## config.mk

```make
export PLATFORM = sky130hd
export DESIGN_NAME = top_uart_led
export DESIGN_NICKNAME = d
export VERILOG_FILES = /design/src/rtl/uart_pkg.sv /design/src/rtl/uart_rx.sv /design/src/rtl/top_uart_led.sv
export SDC_FILE = /design/constraint.sdc
export NUM_CORES = 1
export LEC_CHECK = 0
export CORE_MARGIN = 3
export CORE_UTILIZATION = 56
export DETAILED_ROUTE_END_ITERATION = 8
export PLACE_DENSITY_LB_ADDON = 0.3
export SYNTH_ARGS = -nofsm -noshare
export SYNTH_HDL_FRONTEND = slang
export SYNTH_SLANG_ARGS = --single-unit
export TNS_END_PERCENT = 30
```

## constraint.sdc

```tcl
create_clock -name clk -period 2 [get_ports clk]
set_clock_uncertainty 0.1 [all_clocks]
set_input_delay 0.4 -clock clk [delete_from_list [all_inputs] [get_ports clk]]
set_output_delay 0.4 -clock clk [all_outputs]
set_load 0.02 [all_outputs]
```

## src/rtl/uart_pkg.sv

```systemverilog
// uart_pkg: shared UART constants, FSM state encoding and bit-period helper
package uart_pkg;
   localparam int DATA_W        = 8;
   localparam int DEF_CLK_FREQ  = 50_000_000;
   localparam int DEF_BAUD_RATE = 115_200;
   localparam int BIT_CYC       = DEF_CLK_FREQ / DEF_BAUD_RATE;

   typedef enum logic [1:0] {IDLE, START, DATA, STOP} uart_state_t;

   function automatic int bit_cyc(input int clk_freq, input int baud_rate);
      return clk_freq / baud_rate;
   endfunction
endpackage

```

## src/rtl/uart_rx.sv

```systemverilog
// uart_rx: 8N1 receiver sampling mid-bit, one-cycle valid strobe per good frame
module uart_rx
   import uart_pkg::*;
#(
   parameter int BIT_PERIOD = uart_pkg::BIT_CYC
) (
   input  logic              clk,
   input  logic              rst_n,
   input  logic              rx,
   output logic [DATA_W-1:0] data,
   output logic              valid
);
   localparam int HALF = BIT_PERIOD / 2;
   localparam int CW   = $clog2(BIT_PERIOD);
   localparam int BW   = $clog2(DATA_W);

   uart_state_t       state;
   logic [CW-1:0]     cnt;
   logic [BW-1:0]     bitn;
   logic [DATA_W-1:0] sh;
   logic              rx_q;
   logic              ferr;
   logic              bit_end;

   assign bit_end = cnt == CW'(BIT_PERIOD - 1);

   always_ff @(posedge clk or negedge rst_n)
      if (!rst_n) begin
         state <= IDLE;
         cnt   <= '0;
         bitn  <= '0;
         sh    <= '0;
         rx_q  <= 1'b1;
         ferr  <= 1'b0;
         data  <= '0;
         valid <= 1'b0;
      end else begin
         rx_q  <= rx;
         valid <= 1'b0;
         case (state)
            IDLE:
               if (rx_q && !rx) begin
                  state <= START;
                  cnt   <= '0;
                  bitn  <= '0;
               end
            START:
               if (cnt == CW'(HALF - 1)) begin
                  cnt   <= '0;
                  state <= rx ? IDLE : DATA;
               end else
                  cnt <= cnt + 1'b1;
            DATA:
               if (bit_end) begin
                  cnt   <= '0;
                  sh    <= {rx, sh[DATA_W-1:1]};
                  bitn  <= bitn + 1'b1;
                  state <= bitn == BW'(DATA_W - 1) ? STOP : DATA;
               end else
                  cnt <= cnt + 1'b1;
            STOP:
               // a low stop bit parks here until the line returns high
               if (ferr) begin
                  ferr  <= !rx;
                  state <= rx ? IDLE : STOP;
               end else if (bit_end) begin
                  cnt   <= '0;
                  ferr  <= !rx;
                  valid <= rx;
                  data  <= rx ? sh : data;
                  state <= rx ? IDLE : STOP;
               end else
                  cnt <= cnt + 1'b1;
            default: state <= IDLE;
         endcase
      end
endmodule

```

## src/rtl/top_uart_led.sv

```systemverilog
// top_uart_led: UART echo -- rx synchronizer, receiver, one-byte holding register, transmitter
module top_uart_led
   import uart_pkg::*;
#(
   parameter int CLK_FREQ  = DEF_CLK_FREQ,
   parameter int BAUD_RATE = DEF_BAUD_RATE,
   parameter int STOP_BITS = 2
) (
   input  logic clk,
   input  logic rst_n,
   input  logic rx,
   output logic tx
);
   localparam int BC       = bit_cyc(CLK_FREQ, BAUD_RATE);
   localparam int STOP_CYC = STOP_BITS * BC;
   localparam int CW       = $clog2(STOP_CYC);
   localparam int BW       = $clog2(DATA_W);

   logic [1:0]        sync;
   logic [DATA_W-1:0] rx_data;
   logic              rx_valid;
   logic [DATA_W-1:0] hold;
   logic              hold_full;
   logic              load;
   uart_state_t       state;
   logic [CW-1:0]     cnt;
   logic [BW-1:0]     bitn;
   logic [DATA_W-1:0] sh;
   logic              bit_end;

   always_ff @(posedge clk or negedge rst_n)
      if (!rst_n)
         sync <= '1;
      else
         sync <= {sync[0], rx};

   uart_rx #(.BIT_PERIOD(BC)) u_rx (
      .clk  (clk),
      .rst_n(rst_n),
      .rx   (sync[1]),
      .data (rx_data),
      .valid(rx_valid)
   );

   // a byte arriving in the same cycle as a load refills the slot just vacated
   assign load = state == IDLE && hold_full;

   always_ff @(posedge clk or negedge rst_n)
      if (!rst_n) begin
         hold_full <= 1'b0;
         hold      <= '0;
      end else begin
         hold_full <= rx_valid || (hold_full && !load);
         if (rx_valid && (!hold_full || load))
            hold <= rx_data;
      end

   assign bit_end = cnt == CW'(BC - 1);

   always_ff @(posedge clk or negedge rst_n)
      if (!rst_n) begin
         state <= IDLE;
         cnt   <= '0;
         bitn  <= '0;
         sh    <= '0;
         tx    <= 1'b1;
      end else
         case (state)
            IDLE:
               if (load) begin
                  sh    <= hold;
                  tx    <= 1'b0;
                  cnt   <= '0;
                  bitn  <= '0;
                  state <= START;
               end
            START:
               if (bit_end) begin
                  cnt   <= '0;
                  tx    <= sh[0];
                  state <= DATA;
               end else
                  cnt <= cnt + 1'b1;
            DATA:
               if (bit_end) begin
                  cnt   <= '0;
                  bitn  <= bitn + 1'b1;
                  sh    <= sh >> 1;
                  tx    <= bitn == BW'(DATA_W - 1) ? 1'b1 : sh[1];
                  state <= bitn == BW'(DATA_W - 1) ? STOP : DATA;
               end else
                  cnt <= cnt + 1'b1;
            STOP:
               if (cnt == CW'(STOP_CYC - 1)) begin
                  cnt   <= '0;
                  state <= IDLE;
               end else
                  cnt <= cnt + 1'b1;
            default: state <= IDLE;
         endcase
endmodule

```

==> results_dict.tcl, run 1 <==
set metrics [dict create \
    p_total_mw 3.157 \
    cap_violations 0 \
    place_area_um2 3915 \
    start_kind "flip-flop" \
    grt_overflow 0 \
    hp-class "reg2reg" \
    nFillCells 438 \
    clock_insertion_delay_worst_skew_ps 340 \
    die_height_um 86.00 \
    ys_seq_area_frac 0.4763 \
    syn_area_um2 3583 \
    firstDrtPassIters 4 \
    grt_pass1_vias 2550 \
    antenna_cells 0 \
    crit_path_max_fanout 4 \
    syn_area_per_cell_um2 11.56 \
    vias 2524 \
    crit_slowest_cell "dfrtp_1" \
    rsz0062_at_grt "yes" \
    ant_nets 0 \
    finalInstanceArea_um2 4214 \
    power.density_nw_per_um2 749.3 \
    core.rowCount 28 \
    cts.path.max_buffers 2 \
    grt_usage 0.1998 \
    path_clk_slew_ps 80 \
    grt_start_max_net_pins 69 \
    core_area_um2 6061 \
    clkSinkCount 68 \
    area_growth_pct 17.60 \
    yosys_warnings 0 \
    layout-drive-gt1-share 0.3390 \
    grt_util_met3 0.06340 \
    p_leak_nw 1.954 \
    finalHoldViolations 0 \
    synth-seq-cells 68 \
    setup_viol 0 \
    path_class "reg2reg" \
    cp.required_ps 2140 \
    synth_edf_count 0 \
    antenna_found_initial 0 \
    dieWidth_um 86.00 \
    fin_crit_ps 1928 \
    tightest_slew_ps 343.9 \
    met1_usage 0.2436 \
    globalplace.congestion 0.8739 \
    ys_async_sr_fraction 1.000 \
    period_share 0.9639 \
    wl_per_cell_um 15.53 \
    cts.htree.levels 3 \
    clock-root-buffer "clkbuf_8" \
    cp_cell_sequence "inv_1 > ha_1 > nand4b_1 > buf_4 > o32ai_2 > and3_4 > mux2_2" \
    io_pins 4 \
    initial_core_util 0.5912 \
    synth_cells 310 \
    ys_types 57 \
    cts_made_buffers 9 \
    final_nets 367 \
    cts_tree "yes" \
    irDropWorstVdd_mv 0.7106 \
    drtIter0Drc 100 \
    slew_headroom 0.7648 \
    grt_pass1_wl_um 11620 \
    dieArea_um2 7395 \
    routed_via_density 5.883 \
    grt.busiest_layer "met2" \
    outcome "completed" \
    synth_fp_nets 328 \
    synthFlopType "dfrtp_1" \
    cp-end-kind "flip-flop" \
    port-buffer-count 3 \
    cpPeakStageDelay_ps 420 \
    grt_util_met2 0.3301 \
    cp.arrival_ps 2060 \
    max_freq_mhz 518.7 \
    dp_hpwl_um 4629 \
    drt-total-wl_um 6663 \
    route.detailed.drc 0 \
    slew_violations 0 \
]
-- state kept, by name (all words and copies together) (netlist names), named ones only --
name,cells
cnt,10
u_rx.cnt,9
hold,8
sh,8
u_rx.data,8
u_rx.sh,8
bitn,3
u_rx.bitn,3
state,2
sync,2
hold_full,1
tx,1
u_rx.ferr,1
u_rx.rx_q,1
u_rx.state,1
u_rx.valid,1
-- worst max-delay path: cells and delay by family, from the launching register on --
family | cells | cell delay, ps
compound gates | 1 | 240
fa+ha+maj | 1 | 130
buf+inv | 2 | 250
flops | 1 | 420
mux | 1 | 330
simple gates | 2 | 360
-- path summary, 6_finish.rpt --
path / startpoint / endpoint / slack (ps) / depth (start not counted)
min in group asynchronous: rst_n / cnt[8] / 500 / 3
max in group asynchronous: rst_n / tx / 980 / 3
worst min-delay path: sync[0] / sync[1] / 260 / 0
worst max register to register: cnt[1] / state[1] / 70 / 7
worst max-delay path: cnt[1] / state[1] / 70 / 7
worst min register to register: sync[0] / sync[1] / 260 / 0
-- timing repair --
action,4_1_cts,5_1_grt
cloned,0,0
endpoints found under the setup margin,11,34
setup buffers,0,1
endpoints found under the hold margin,64,0
hold buffers,1,0
resized for setup,2,15
pin swaps,0,1
-- power breakdown --
group / internal, mW / switching [mW]
sequential: 1.45 / 0.0644
clock: 0.575 / 0.527
combinational: 0.247 / 0.297
total: 2.27 / 0.888
-- cell usage in the layout (no fill, tap or decap), types with 5 or more instances in the layout --
master     n
a21oi_1    7
nor2_1     9
mux2_4     7
nand3_1    9
dfrtp_1   64
mux2_2    36
buf_4     34
clkbuf_8   9
a22oi_1    6
nand2_1   13
a22o_1     6
ha_1      13
inv_1     15
nor3_1     7
o21ai_0   21
a31oi_1    5
-- cell usage after synthesis, types with 4 or more instances --
cell type  count  area [µm²]
a22oi_1        6       45.04
a21oi_1        7       35.03
inv_1         16       60.06
mux2_2        36       405.4
nand2_1       13       48.80
nor2b_1        4       25.02
o21bai_1       4       30.03
nor3_1         7       35.03
dfrtp_1       64        1602
a31oi_1        5       31.28
nor2_1         9       33.78
o31ai_1        4       30.03
clkbuf_1       4       15.01
a22o_1         6       52.55
nand3_1        9       45.04
ha_1          15       187.7
dfstp_2        4       105.1
o21ai_0       21       105.1
mux2_4         7       105.1
o22ai_1        4       25.02
-- kinds of logic (layout without fill, tap and decap cells) --
group	count (synthesis)	in the layout	share of synthesized area
AO/OA/AOI/OAI	79	79	0.1554
XOR/XNOR	3	3	0.007334
multiplexers	45	45	0.1480
adder cells (fa/ha/maj)	15	15	0.05237
buffers and inverters	27	71	0.03212
flip-flops	68	68	0.4763
AND/OR/NAND/NOR	73	73	0.1285
-- stage by stage --
step	std cells	setup TNS, ps	util	hold WS (ps)	worst slack, ps
floorplan	310	0	-	4.409	4.316
global placement	411	0	0.6460	247.2	66.42
detailed placement	411	-69.70	0.6460	249.0	-28.67
CTS	428	0	0.6806	259.1	3.032
global route	429	-76.10	0.6953	263.7	-26.70
finish	429	0	0.6953	259.4	72.21
-- routing by layer --
metal	vias to the layer above	wire length [µm]
li1	1233	-
met1	1231	3005
met2	50	3295
met3	10	244
met4	0	117
met5	-	0
-- layout make-up --
cell class / count / area [µm²] / area share
clock buffers: 10 / 127.6 / 0.03028
clock inverters: 6 / 63.81 / 0.01514
inverters: 16 / 60.06 / 0.01425
multi-input cells: 215 / 1849 / 0.4388
flip-flops and latches: 68 / 1707 / 0.4050
well taps: 75 / 93.84 / 0.02227
repair buffers: 39 / 312.8 / 0.07423
No activity file was read; power rests on OpenSTA's default activity.
==> run 2: changes to the inputs <==
Settings changed: SKIP_LAST_GASP set to 1.
==> results_dict.tcl, run 2 (synthesis gave the netlist of run 1 again) <==
set metrics [dict create \
    clock_insertion_delay_worst_skew_ps 340 \
    finalHoldViolations 0 \
    port-buffer-count 3 \
    fin_ws_ps 33.18 \
    power.density_nw_per_um2 751.7 \
    route.detailed.drc 0 \
    hold_ws_ps 259.5 \
    cpPeakStageDelay_ps 590 \
    cp.arrival_ps 1470 \
    largest_reg_flops 10 \
    whs_path_depth 0 \
    period_share 0.9834 \
    slew_headroom 0.7646 \
    clock-root-buffer "clkbuf_8" \
    dp_cells 411 \
    grt_start_max_net_pins 69 \
    antenna_cells 0 \
    dp_hpwl_um 4629 \
    cap_violations 0 \
    drtIter0Drc 87 \
    routed_via_density 5.755 \
    clkSinkCount 68 \
    die_height_um 86.00 \
    largest_register "cnt" \
    dp_slack_ps -28.67 \
    cts_tree "yes" \
    initial_core_util 0.5912 \
    cp-end-kind "output pin" \
    irDropWorstVdd_mv 0.6990 \
    rsz0062_at_grt "yes" \
    area_growth_pct 17.11 \
    path_clk_slew_ps 70 \
    vias 2469 \
    crit_slowest_cell "clkdlybuf4s50_1" \
    wl_per_cell_um 15.46 \
    drt-total-wl_um 6632 \
    max_freq_mhz 508.4 \
    grt_pass1_wl_um 11580 \
    io_pins 4 \
    final_nets 367 \
    place_area_um2 3915 \
    globalplace.congestion 0.8739 \
    core_area_um2 6061 \
    crit_path_max_fanout 2 \
    firstDrtPassIters 5 \
    hp-class "reg2reg" \
    outcome "completed" \
    finalInstanceArea_um2 4197 \
    p_leak_nw 1.932 \
    cp.required_ps 1500 \
    setup_tns_ps 0 \
    p_total_mw 3.155 \
    crit_buf_inv 1 \
    r2r_cells 7 \
    layout-drive-gt1-share 0.3277 \
    core.rowCount 28 \
    slew_violations 0 \
    cts_made_buffers 9 \
    setup_viol 0 \
    final_util 0.6924 \
    grt_usage 0.1989 \
    dieWidth_um 86.00 \
    cts.htree.levels 3 \
    cts.path.max_buffers 2 \
    final_cell_mix "dfrtp_1 (64), mux2_2 (36), buf_4 (33)" \
    ant_nets 0 \
    dieArea_um2 7395 \
    cp_cell_sequence "clkdlybuf4s50_1" \
    grt_overflow 0 \
    path_class "reg2out" \
    critical_path.top_delay_family "buffers and inverters" \
    cp.depth 1 \
    grt_pass1_vias 2562 \
    antenna_found_initial 0 \
    final_common_cell "dfrtp_1" \
    tightest_slew_ps 344.2 \
    layout.cells.non_filler 429 \
    top_regs "cnt: 10 flops, u_rx.cnt: 9 flops" \
    fin_crit_ps 1967 \
    start_kind "flip-flop" \
]
run 2: changes by cell type in the layout (fill, tap and decap cells not counted), sizes merged:
| cell | delta |
|---|---|
| clkdlybuf4s50 | +1 |
| dlymetal6s2s | -1 |
run 2: path summary, 6_finish.rpt:
check,startpoint,end,slack [ps]
max,tx,tx,30
min,sync[0],sync[1],260
max reg2reg,state[1],bitn[0],60
min reg2reg,sync[0],sync[1],260
max in group asynchronous,rst_n,tx,970
min in group asynchronous,rst_n,cnt[8],500
run 2: layout make-up:
cell class              instances  area [µm²]
fillers                       444        1864
flip-flops and latches         68        1707
clock buffers                  10       127.6
well taps                      75       93.84
clock inverters                 6       63.81
inverters                      16       60.06
multi-input cells             215        1831
repair buffers                 39       314.1
run 2: what timing repair did:
action | in CTS | in global routing
resized for setup | 1 | 11
setup buffers | 0 | 1
hold buffers | 1 | 0
pin swaps | 0 | 1
cloned | 0 | 0
setup endpoints to repair | 11 | 34
endpoints found under the hold margin | 64 | 0
run 2: layer usage:
layer,vias up,GRT usage,wire length (µm),share of wire
met5,-,0,0,0
met4,0,0.07626,97,0.015
met3,8,0.06340,194,0.029
met2,31,0.3294,3249,0.49
met1,1198,0.2417,3090,0.47
li1,1232,-,-,-
run 2: power by group:
part	internal [mW]	switching (mW)	leakage, nW
sequential	1.45	0.0636	0.922
combinational	0.246	0.297	0.918
clock	0.575	0.526	0.0927
total	2.27	0.886	1.93
